$ cat src/rtl/mux4_rr_sched_pkg.sv
// Shared definitions for the four-way round-robin mux scheduler:
// arbiter state encoding, default tenure limit and a one-hot helper.
package mux4_rr_sched_pkg;

    // Arbiter states: IDLE picks a winner, GRANT moves words for the owner.
    typedef enum logic [0:0] {
        ST_IDLE  = 1'b0,
        ST_GRANT = 1'b1
    } state_t;

    // Number of requesters sharing the mux.
    localparam int NREQ = 4;

    // Default number of words one requester may move per grant tenure.
    localparam int MAX_HOLD_DEFAULT = 4;

    // Turn a 2-bit requester index into a 4-bit one-hot grant vector.
    function automatic logic [NREQ-1:0] onehot4(input logic [1:0] idx);
        return 4'b0001 << idx;
    endfunction

endpackage

$ cat src/rtl/mux4_rr_sched_rr_pick4.sv
// Combinational round-robin picker. It scans the four request bits starting
// at ptr (ptr, ptr+1, ... mod 4) and reports the first set one as win_idx.
// When no request is set, any is low and win_idx just echoes ptr.
module rr_pick4 (
    input  logic [3:0] req,
    input  logic [1:0] ptr,
    output logic [1:0] win_idx,
    output logic       any
);

    logic [7:0] req_dbl;
    logic [3:0] req_rot;
    logic [1:0] off;

    // Doubling the vector lets a plain part-select act as a rotate, so that
    // req_rot[k] is the request of source (ptr + k) mod 4.
    assign req_dbl = {req, req};
    assign req_rot = req_dbl[ptr +: 4];
    assign any     = |req;

    // Lowest set bit of the rotated vector is the winner's distance from ptr.
    always_comb begin
        off = 2'd0;
        if (req_rot[0]) begin
            off = 2'd0;
        end else if (req_rot[1]) begin
            off = 2'd1;
        end else if (req_rot[2]) begin
            off = 2'd2;
        end else if (req_rot[3]) begin
            off = 2'd3;
        end
        win_idx = ptr + off;
    end

endmodule

$ cat src/rtl/mux4_rr_sched.sv
// Round-robin scheduler sharing one registered 4:1 data mux between four
// requesters. A grant lasts until the owner drops its request or has moved
// MAX_HOLD words; every release passes through one IDLE cycle and moves the
// priority pointer just past the released owner.
module mux4_rr_sched
    import mux4_rr_sched_pkg::*;
#(
    parameter int DW       = 8,
    parameter int MAX_HOLD = MAX_HOLD_DEFAULT
) (
    input  logic          clk,
    input  logic          rst_n,
    input  logic [3:0]    req,
    input  logic [DW-1:0] din0,
    input  logic [DW-1:0] din1,
    input  logic [DW-1:0] din2,
    input  logic [DW-1:0] din3,
    output logic [3:0]    gnt,
    output logic [1:0]    sel,
    output logic          busy,
    output logic [DW-1:0] dout,
    output logic          dout_vld
);

    // Tenure limit at counter width; MAX_HOLD is restricted to 1..15.
    localparam logic [3:0] HOLD_LIM = 4'(MAX_HOLD);

    // Arbitration stage registers.
    state_t        state_p0;
    state_t        state_nxt;
    logic [3:0]    gnt_p0;
    logic [3:0]    gnt_nxt;
    logic [1:0]    sel_p0;
    logic [1:0]    sel_nxt;
    logic [1:0]    ptr_p0;
    logic [1:0]    ptr_nxt;
    logic [3:0]    cnt_p0;
    logic [3:0]    cnt_nxt;
    logic [3:0]    cnt_inc;

    // Output data stage registers.
    logic [DW-1:0] dout_p1;
    logic [DW-1:0] dout_nxt;
    logic          vld_p1;
    logic          vld_nxt;

    // Picker results and the currently selected data word.
    logic [1:0]    win_idx;
    logic          any;
    logic [DW-1:0] din_mux;
    logic          owner_req;

    rr_pick4 u_pick (
        .req     (req),
        .ptr     (ptr_p0),
        .win_idx (win_idx),
        .any     (any)
    );

    // Shared 4:1 data mux steered by the registered select.
    always_comb begin
        din_mux = din0;
        unique case (sel_p0)
            2'd0: din_mux = din0;
            2'd1: din_mux = din1;
            2'd2: din_mux = din2;
            2'd3: din_mux = din3;
        endcase
    end

    assign owner_req = req[sel_p0];
    assign cnt_inc   = cnt_p0 + 4'd1;

    // Next-state and next-output logic of the arbiter; everything holds by default.
    always_comb begin
        state_nxt = state_p0;
        gnt_nxt   = gnt_p0;
        sel_nxt   = sel_p0;
        ptr_nxt   = ptr_p0;
        cnt_nxt   = cnt_p0;
        dout_nxt  = dout_p1;
        vld_nxt   = 1'b0;

        unique case (state_p0)
            ST_IDLE: begin
                if (any) begin
                    gnt_nxt   = onehot4(win_idx);
                    sel_nxt   = win_idx;
                    cnt_nxt   = 4'd0;
                    state_nxt = ST_GRANT;
                end
            end
            ST_GRANT: begin
                if (owner_req) begin
                    dout_nxt = din_mux;
                    vld_nxt  = 1'b1;
                    cnt_nxt  = cnt_inc;
                    if (cnt_inc == HOLD_LIM) begin
                        gnt_nxt   = 4'd0;
                        ptr_nxt   = sel_p0 + 2'd1;
                        state_nxt = ST_IDLE;
                    end
                end else begin
                    // Owner withdrew: release without a transfer.
                    gnt_nxt   = 4'd0;
                    ptr_nxt   = sel_p0 + 2'd1;
                    state_nxt = ST_IDLE;
                end
            end
        endcase
    end

    // Arbitration stage: state, grant, select, pointer and tenure counter.
    always_ff @(posedge clk or negedge rst_n) begin
        if (!rst_n) begin
            state_p0 <= ST_IDLE;
            gnt_p0   <= 4'd0;
            sel_p0   <= 2'd0;
            ptr_p0   <= 2'd0;
            cnt_p0   <= 4'd0;
        end else begin
            state_p0 <= state_nxt;
            gnt_p0   <= gnt_nxt;
            sel_p0   <= sel_nxt;
            ptr_p0   <= ptr_nxt;
            cnt_p0   <= cnt_nxt;
        end
    end

    // Output data stage: captured word and its valid flag.
    always_ff @(posedge clk or negedge rst_n) begin
        if (!rst_n) begin
            dout_p1 <= '0;
            vld_p1  <= 1'b0;
        end else begin
            dout_p1 <= dout_nxt;
            vld_p1  <= vld_nxt;
        end
    end

    assign gnt      = gnt_p0;
    assign sel      = sel_p0;
    assign busy     = |gnt_p0;
    assign dout     = dout_p1;
    assign dout_vld = vld_p1;

endmodule

$ cat config.mk
export PLATFORM = sky130hd
export DESIGN_NAME = mux4_rr_sched
export DESIGN_NICKNAME = d
export VERILOG_FILES = /design/src/rtl/mux4_rr_sched_pkg.sv /design/src/rtl/mux4_rr_sched_rr_pick4.sv /design/src/rtl/mux4_rr_sched.sv
export SDC_FILE = /design/constraint.sdc
export NUM_CORES = 1
export LEC_CHECK = 0
export CAP_MARGIN = 20
export CORE_UTILIZATION = 49
export DETAILED_ROUTE_END_ITERATION = 12
export MAX_ROUTING_LAYER = met4
export PLACE_DENSITY = 0.86
export SLEW_MARGIN = 20
export SYNTH_ARGS = -nofsm -noshare
export SYNTH_HDL_FRONTEND = slang
export SYNTH_SLANG_ARGS = --single-unit
$ cat constraint.sdc
create_clock -name clk -period 3.85 [get_ports clk]
set_clock_uncertainty 0.2 [all_clocks]
set_input_delay 0.77 -clock clk [delete_from_list [all_inputs] [get_ports clk]]
set_output_delay 0.77 -clock clk [all_outputs]
set_load 0.01 [all_outputs]
# Word level (Yosys, flattened, before mapping)

Index checks and enable logic that the tools add are counted.

Register bits: 22
Bits in latches: 0
Bits in writable memories: 0
ROM bits: 0
Input port bits: 38
Word-level logic and storage cells: 52
Memories kept: 0

Add/subtract/negate cells: 3
Multiply operators: 0
Divide/modulo/power cells: 0
Order comparisons: 1
Equal/unequal tests: 8
Shift operators: 2
Muxes and demuxes: 22
Bitwise gates (word level): 1
Reductions and logical operators: 8

Operator list:

| cell                  | number |
|---|---|
| $pmux W8 S4           | 1 |
| $mux W4               | 5 |
| $pmux W4 S2           | 2 |
| $mux W2               | 6 |
| $reduce_and A2 Y1     | 5 |
| $reduce_or A4 Y1      | 2 |
| $shiftx A8 B3 Y4      | 1 |
| $mux W1               | 6 |
| $add A4 B1 Y4 const B | 1 |
| $eq A2 B2 Y1 const B  | 2 |
| $eq A4 B3 Y1 const B  | 1 |
| $ne A2 B1 Y1 const B  | 2 |
| $shl A1 B2 Y4 const A | 1 |
| $lt A2 B3 Y1 const B  | 1 |
| $ne A3 B2 Y1 const B  | 1 |
| $add A2 B1 Y2 const B | 1 |
| $add A2 B2 Y2         | 1 |
| $bmux W1 S2           | 1 |
| $eq A2 B1 Y1 const B  | 1 |
| $logic_not A2 Y1      | 1 |
| $ne A2 B2 Y1 const B  | 1 |
| $pmux W1 S2           | 1 |
| $not A1 Y1            | 1 |

# Logic depth before layout (Yosys ltp)

Gate-level depths: netlist (run 1).

Depth after elaboration: 9
Depth in mapped cells: 10

# By module

Synthesis (run 1) repeated with hierarchy kept, for this count alone.

Cells, all modules: 148
Area, all modules: 1,443.9 µm²

By module, submodules not included:

| module        | times used | cells each | area each (µm²) | seq. area each (µm²) |
|---|---|---|---|---|
| mux4_rr_sched | 1          | 126        | 1,282.5         | 550.5 |
| rr_pick4      | 1          | 22         | 161.4           | 0.0 |

# Least setup slack after synthesis (run 1)

Ideal clock, no wire load.

Kind: input port to flip-flop
Start point: input req[1]
End point: register gnt_p0[3] (netlist: gnt[3])
Setup time: 0.069 ns
Data arrival time: 2.259 ns
Data required time: 3.581 ns
Slack: 1.322 ns
Cell stages on the path: 10
Path buffers: 1
Path through: buf_4 nor2b_1 a221o_1 nand2_1 o221ai_1 ha_1 xor2_1 nor4b_1 o21ai_0 nand3_1

Cells in the longest elaborated chain, start to end: 9

RTL lines:

| item                 | RTL line                     | text |
|---|---|---|
| from (decl)          | mux4_rr_sched.sv:13          | `input logic [3:0] req,` |
| $shiftx A8 B3 Y4     | mux4_rr_sched_rr_pick4.sv:18 | `assign req_rot = req_dbl[ptr +: 4];` |
| $mux W2              | mux4_rr_sched_rr_pick4.sv:30 | `end else if (req_rot[3]) begin` |
| $mux W2              | mux4_rr_sched_rr_pick4.sv:28 | `end else if (req_rot[2]) begin` |
| $mux W2              | mux4_rr_sched_rr_pick4.sv:26 | `end else if (req_rot[1]) begin` |
| $mux W2              | mux4_rr_sched_rr_pick4.sv:24 | `if (req_rot[0]) begin` |
| $add A2 B2 Y2        | mux4_rr_sched_rr_pick4.sv:33 | `win_idx = ptr + off;` |
| $shl A1 B2 Y4        | mux4_rr_sched_pkg.sv:19      | `return 4'b0001 << idx;` |
| $mux W4              | mux4_rr_sched.sv:86          | `if (any) begin` |
| $pmux W4 S2          | mux4_rr_sched.sv:84          | `unique case (state_p0)` |
| to (signal assigned) | mux4_rr_sched.sv:123         | `gnt_p0 <= gnt_nxt;` |
| to (decl)            | mux4_rr_sched.sv:31          | `logic [3:0] gnt_p0;` |

Several ways; a longest one is shown, not always the timed one. The select of a mux whose other input is x is not followed.
A chain may end at the register's enable or synchronous reset.

# Worst setup path after layout (run 1)

Start point: input req[0]
End point: register gnt_p0[3] (netlist: gnt[3])

The elaborated chain is that of the path after synthesis.

==> results_dict.tcl, run 1 <==
set metrics [dict create \
    worstPathArrival_ns 3.03 \
    cp-start-kind "primary input" \
    grt_pass1_vias 1365 \
    cts_buffers 3 \
    finalPower_w 0.00145 \
    avgSynthCellArea_um2 9.16 \
    drt_iter0_drc 79 \
    fin_crit_ns 2.99 \
    fin_crit_sh_pct 77.6 \
    yosysWarnings 0 \
    wl_um 3490 \
    slew_violations 0 \
    synth.ff_latch_count 22 \
    tritoncts "done" \
    status "finished, final reports clean" \
    yosys-top-cells-area "dfrtp_1, ha_1, a222oi_1" \
    tns_ns 0 \
    clk_pin_slew_worst_paths_ns 0.11 \
    antennaDiodeCount 0 \
    worstMarginPinSlew_ns 0.936 \
    vias_per_cell 5.76 \
    synth_fp_nets 214 \
    cp_max_fo 8 \
    antenna_found_initial 0 \
    hold_path_class "reg -> reg" \
    fillers 239 \
    die_y_um 58.2 \
    cts.sinks 22 \
    post_cts_buffers 0 \
    critical_path_class "in -> reg" \
    synth_largest_area_cell "dfrtp_1" \
    placed_cell_area_um2 2050 \
    fp.dieArea_um2 3390 \
    startpoint "req[0]" \
    crit_path_end_kind "flop" \
    first_pass_iters 7 \
    netlist_area_um2 1550 \
    hp-start "dout[5]" \
    synth_simple_gate_area_share_pct 22.2 \
    p_leak_nw 0.861 \
    clk_latency_ns 0.30 \
    cts_hold_buf 0 \
    synth_top_family_by_area "compound AO/OA/AOI/OAI gates" \
    synth.yosys.seq_area_share_pct 35.6 \
    die_w_um 58.2 \
    grt.overflow.total 0 \
    ys.flop_type "dfrtp_1" \
    wl_met3_um 149 \
    p_per_area_nw_per_um2 697 \
    max_cap_viol_count 0 \
    synthAdderAreaFrac_pct 5.66 \
    num_rows 20 \
    route.met2.wl_um 1770 \
    grt_max_degree 26 \
    timing.rr.start "ptr_p0[0]" \
    cp.required_ns 3.89 \
    wl_per_cell_um 13.6 \
    synth_compound_area_share_pct 22.6 \
    drc 0 \
    fin_area_um2 2090 \
    dr_total_vias 1474 \
    wl_met1_um 1530 \
    synth_common_cells "dfrtp_1, nand2_1, nand3_1" \
    fin_nets 258 \
    num_io_pins 54 \
    hold_viol_final 0 \
    synthCells 169 \
    synthXorXnorAreaFrac_pct 1.70 \
    synth_enable_flop_cells 0 \
    synth.most_common_cell "dfrtp_1" \
    rsz0062_at_grt "no" \
    grt_first_pass_wirelength_um 5580 \
    synthMuxAreaShare_pct 5.50 \
    setup_viol 0 \
    h-tree-depth 1 \
    gp_congestion 0.806 \
    fmax_ghz 0.335 \
    drive_above_1_share_pct 7.08 \
    max-clock-path-buffers 2 \
    core_um2 3030 \
    relSlewSlack_pct 37.4 \
    root_buffer "clkbuf_4" \
    ys_types 45 \
    async_flop_share_pct 100 \
    place_hpwl_um 2730 \
    dp_slack_ns 0.580 \
    ant_nets 0 \
    initial_utilization_pct 51.1 \
    portBuffers 53 \
    worst_slack_ns 0.862 \
    yosys.area.top_type_share_pct 35.6 \
    maxUsedRoutingLayer "met4" \
    area_delta_synth_final_pct 34.8 \
    grt_use_total_pct 21.7 \
    ir_drop_v 0.000362 \
    cts_resized 0 \
]
## power by group
group | total (W) | leakage, nW | switching (W) | internal (W)
combinational | 0.000892 | 0.559 | 0.000443 | 0.000449
sequential | 0.000439 | 0.281 | 0.000114 | 0.000326
clock | 0.000123 | 0.0210 | 0.0000654 | 0.0000577
total | 0.00145 | 0.861 | 0.000622 | 0.000832
## final timing paths
kind                             end  slack (ns)  depth (start not counted)
min in group asynchronous  cnt_p0[3]        0.78                          1
min reg2reg                  dout[5]        0.30                          2
max                           gnt[3]        0.86                         10
max reg2reg                   gnt[3]        1.38                          9
min                          dout[5]        0.30                          2
max in group asynchronous    dout[5]        2.11                          1
## layout by cell type, fill, tap and decap left out, types with 3 or more instances in the layout
| cell type | instances |
|---|---|
| clkdlybuf4s50_1 | 53 |
| dfrtp_1 | 22 |
| nand2_1 | 15 |
| nand3_1 | 13 |
| o21ai_1 | 12 |
| nor2_1 | 11 |
| a21oi_1 | 10 |
| a222oi_1 | 8 |
| ha_1 | 7 |
| o21ai_0 | 5 |
| inv_1 | 5 |
| nor3b_1 | 4 |
| nand4_1 | 4 |
| clkbuf_4 | 3 |
## cells by family (layout without fill, tap and decap cells)
logic type,Yosys count,after routing
compound gates,47,47
fa+ha+maj,7,7
buf+inv,20,63
mux,6,6
flops,22,22
simple gates,64,64
xor+xnor,3,3
## state kept, by name, summed over array words and instances, names as in the netlist
signal,cells
ptr_p0,2
state_p0,1
dout,8
dout_vld,1
cnt_p0,4
sel,2
gnt,4
## per-layer routing
layer  global-route usage [%]  up-vias
met1                     26.3      693
met2                     37.1       60
li1                         -      715
met4                     9.18        0
met5                        -        -
met3                     1.79        6
## layout make-up
| class | instances | area (um2) | area share, % |
|---|---|---|---|
| Clock buffer | 4 | 36.3 | 1.74 |
| Tap cell | 44 | 55.1 | 2.64 |
| Sequential cell | 22 | 551 | 26.4 |
| Inverter | 6 | 22.5 | 1.08 |
| Timing Repair Buffer | 53 | 531 | 25.4 |
| Multi-Input combinational cell | 127 | 892 | 42.7 |
## worst max-delay path, cell delays in order
cell and delay, ns:
clkdlybuf4s50_1 0.62, nor2_1 0.07, a221o_1 0.35, nand2_1 0.07, o221ai_1 0.11, ha_1 0.24
xor2_1 0.17, nor4b_1 0.38, o21ai_0 0.15, nand3_1 0.11
## through the flow
step	hold slack [ns]	util (%)	cells
floorplan	0.274	-	169
CTS	0.301	68.9	256
finish	0.296	68.9	256
global placement	0.269	67.7	252
global route	0.331	68.9	256
detailed placement	0.274	67.7	252
Note: power is estimated with default switching activity, not from simulation.
==> run 2, diff against run 1 <==
--- a/config.mk
+++ b/config.mk
@@ -6,10 +6,10 @@
 export NUM_CORES = 1
 export LEC_CHECK = 0
 export CAP_MARGIN = 20
-export CORE_UTILIZATION = 49
+export CORE_UTILIZATION = 41
 export DETAILED_ROUTE_END_ITERATION = 12
 export MAX_ROUTING_LAYER = met4
-export PLACE_DENSITY = 0.86
+export PLACE_DENSITY = 0.77
 export SLEW_MARGIN = 20
 export SYNTH_ARGS = -nofsm -noshare
 export SYNTH_HDL_FRONTEND = slang
==> constraint.sdc (replaced) <==
create_clock -name clk -period 2.4 [get_ports clk]
set_clock_uncertainty 0.2 [all_clocks]
set_input_delay 0.48 -clock clk [delete_from_list [all_inputs] [get_ports clk]]
set_output_delay 0.48 -clock clk [all_outputs]
set_load 0.01 [all_outputs]
==> run 2 against run 1 <==
  * Final cell count up 7.4%
  * Non-clock buffer count grew 17
  * Critical path depth is the same
  * Wire length increased by 24%
  * Die area is 19% higher
  * Power up 97%
  * First-iteration DRC count shrank 2.5%
  * Worst hold slack got worse by 0.0082 ns
  * Largest cell class unchanged
==> results_dict.tcl, run 2 (synthesis gave the netlist of run 1 again) <==
set metrics [dict create \
    num_rows 21 \
    grt_max_degree 23 \
    wl_um 4310 \
    place_hpwl_um 3170 \
    p_per_area_nw_per_um2 1230 \
    fmax_ghz 0.427 \
    gp_congestion 0.801 \
    rsz0062_at_grt "no" \
    final_common_cell "clkdlybuf4s50_1" \
    hold_path_class "reg -> reg" \
    cp_top_family "compound AO/OA/AOI/OAI gates" \
    setup_viol 0 \
    die_y_um 63.4 \
    utilization_pct 67.3 \
    status "finished, final reports clean" \
    max_cap_viol_count 0 \
    dr_total_vias 1560 \
    worstMarginPinSlew_ns 0.550 \
    fp.dieArea_um2 4020 \
    tritoncts "done" \
    die_w_um 63.4 \
    grt_use_total_pct 22.8 \
    max_stage_delay_ns 0.35 \
    slew_violations 0 \
    antenna_found_initial 0 \
    largest_reg_flops 8 \
    grt_first_pass_wirelength_um 6960 \
    mostFrequentLayoutCells "clkdlybuf4s50_1, dfrtp_1, buf_4" \
    cp_max_fo 3 \
    cp.required_ns 2.40 \
    relSlewSlack_pct 63.3 \
    wl_per_cell_um 15.7 \
    cp_cell_sequence "dlygate4sd2_1 -> nor2_1 -> a221o_1 -> nand2_1 -> o221ai_1 -> ha_2 -> xor2_4 -> nor4_4 -> o21ai_0 -> nand3_1" \
    worstPathArrival_ns 2.34 \
    cts.sinks 22 \
    fin_crit_sh_pct 97.6 \
    clk_pin_slew_worst_paths_ns 0.08 \
    antennaDiodeCount 0 \
    root_buffer "clkbuf_8" \
    grt.overflow.total 0 \
    slowest_stage "a221o_1" \
    clk_latency_ns 0.27 \
    cts_hold_buf 0 \
    fin_crit_ns 2.34 \
    vias_per_cell 5.67 \
    critical_path_class "in -> reg" \
    ant_nets 0 \
    first_pass_iters 5 \
    drc 0 \
    post_cts_buffers 0 \
    h-tree-depth 1 \
    ir_drop_v 0.000726 \
    portBuffers 53 \
    hold_ws_ns 0.288 \
    area_delta_synth_final_pct 50.8 \
    num_io_pins 54 \
    p_leak_nw 0.981 \
    crit_path_end_kind "flop" \
    core_um2 3470 \
    drive_above_1_share_pct 17.5 \
    fin_nets 275 \
    crit_buf_inv 1 \
    grt_pass1_vias 1572 \
    cp-start-kind "primary input" \
    max-clock-path-buffers 2 \
    initial_utilization_pct 44.6 \
    hold_viol_final 0 \
    cts_buffers 3 \
    drt_iter0_drc 77 \
]
[run 2: changes by cell type in the layout (fill, tap and decap cells not counted), sizes merged]
cell,before,now
bufinv,0,1
clkdlybuf4s50,53,49
buf,0,17
clkbuf,4,3
dlygate4sd2,0,4
[run 2: worst register-to-register path, stage by stage, from the launching register on]
cell      delay (ns)
dfrtp_1         0.39
nor2b_1         0.14
a221o_1         0.30
nand2_1         0.07
o221ai_1        0.14
ha_2            0.27
xor2_4          0.22
nor4_4          0.22
o21ai_0         0.19
nand3_1         0.12
[run 2: metrics by stage]
stage / total power (W) / setup WS [ns] / cell area [um2] / std cells / TNS [ns]
2_1_floorplan: 0.00170 / 0.100 / 1550 / 169 / 0
5_1_grt: 0.00304 / 0.00409 / 2330 / 275 / 0
3_3_place_gp: 0.00219 / -0.305 / 2180 / 271 / -2.98
4_1_cts: 0.00283 / 0.0495 / 2330 / 275 / 0
6_report: 0.00286 / 0.0586 / 2330 / 275 / 0
3_5_place_dp: 0.00228 / -0.472 / 2180 / 271 / -4.48
[run 2: per-layer routing]
metal	share of wire, %	up-vias	track usage (%)	wire length (um)
li1	-	752	-	-
met1	41	733	25.2	1760
met2	53	68	40.8	2280
met3	4.8	7	2.72	206
met4	1.4	0	9.66	61
met5	0	-	-	0
[run 2: path summary, 6_finish.rpt]
path	start	cells past startpoint	end	slack [ns]
worst max register to register	ptr_p0[0]	9	gnt[2]	0.08
worst max-delay path	req[0]	10	gnt[2]	0.06
worst min register to register	dout[1]	2	dout[1]	0.29
min in group asynchronous	rst_n	2	cnt_p0[3]	0.36
max in group asynchronous	rst_n	2	sel[1]	1.41
worst min-delay path	dout[1]	2	dout[1]	0.29
[run 2: what timing repair did]
action / in CTS / in global routing
hold endpoints to repair: 0 / 0
resized for setup: 19 / 0
endpoints found under the setup margin: 5 / 1
pin swaps: 6 / 1
[run 2: final cells by class]
class,instances,area (um2)
clock buffers,3,41.3
clock inverters,1,30.0
fillers,275,1130
inverters,6,22.5
multi-input cells,127,975
flip-flops and latches,22,551
well taps,46,57.6
repair buffers,70,657
[run 2: where the power goes]
part	switching, W	total [W]	internal (W)
clock network	0.000128	0.000351	0.000223
logic	0.000912	0.00182	0.000912
registers	0.000163	0.000686	0.000523
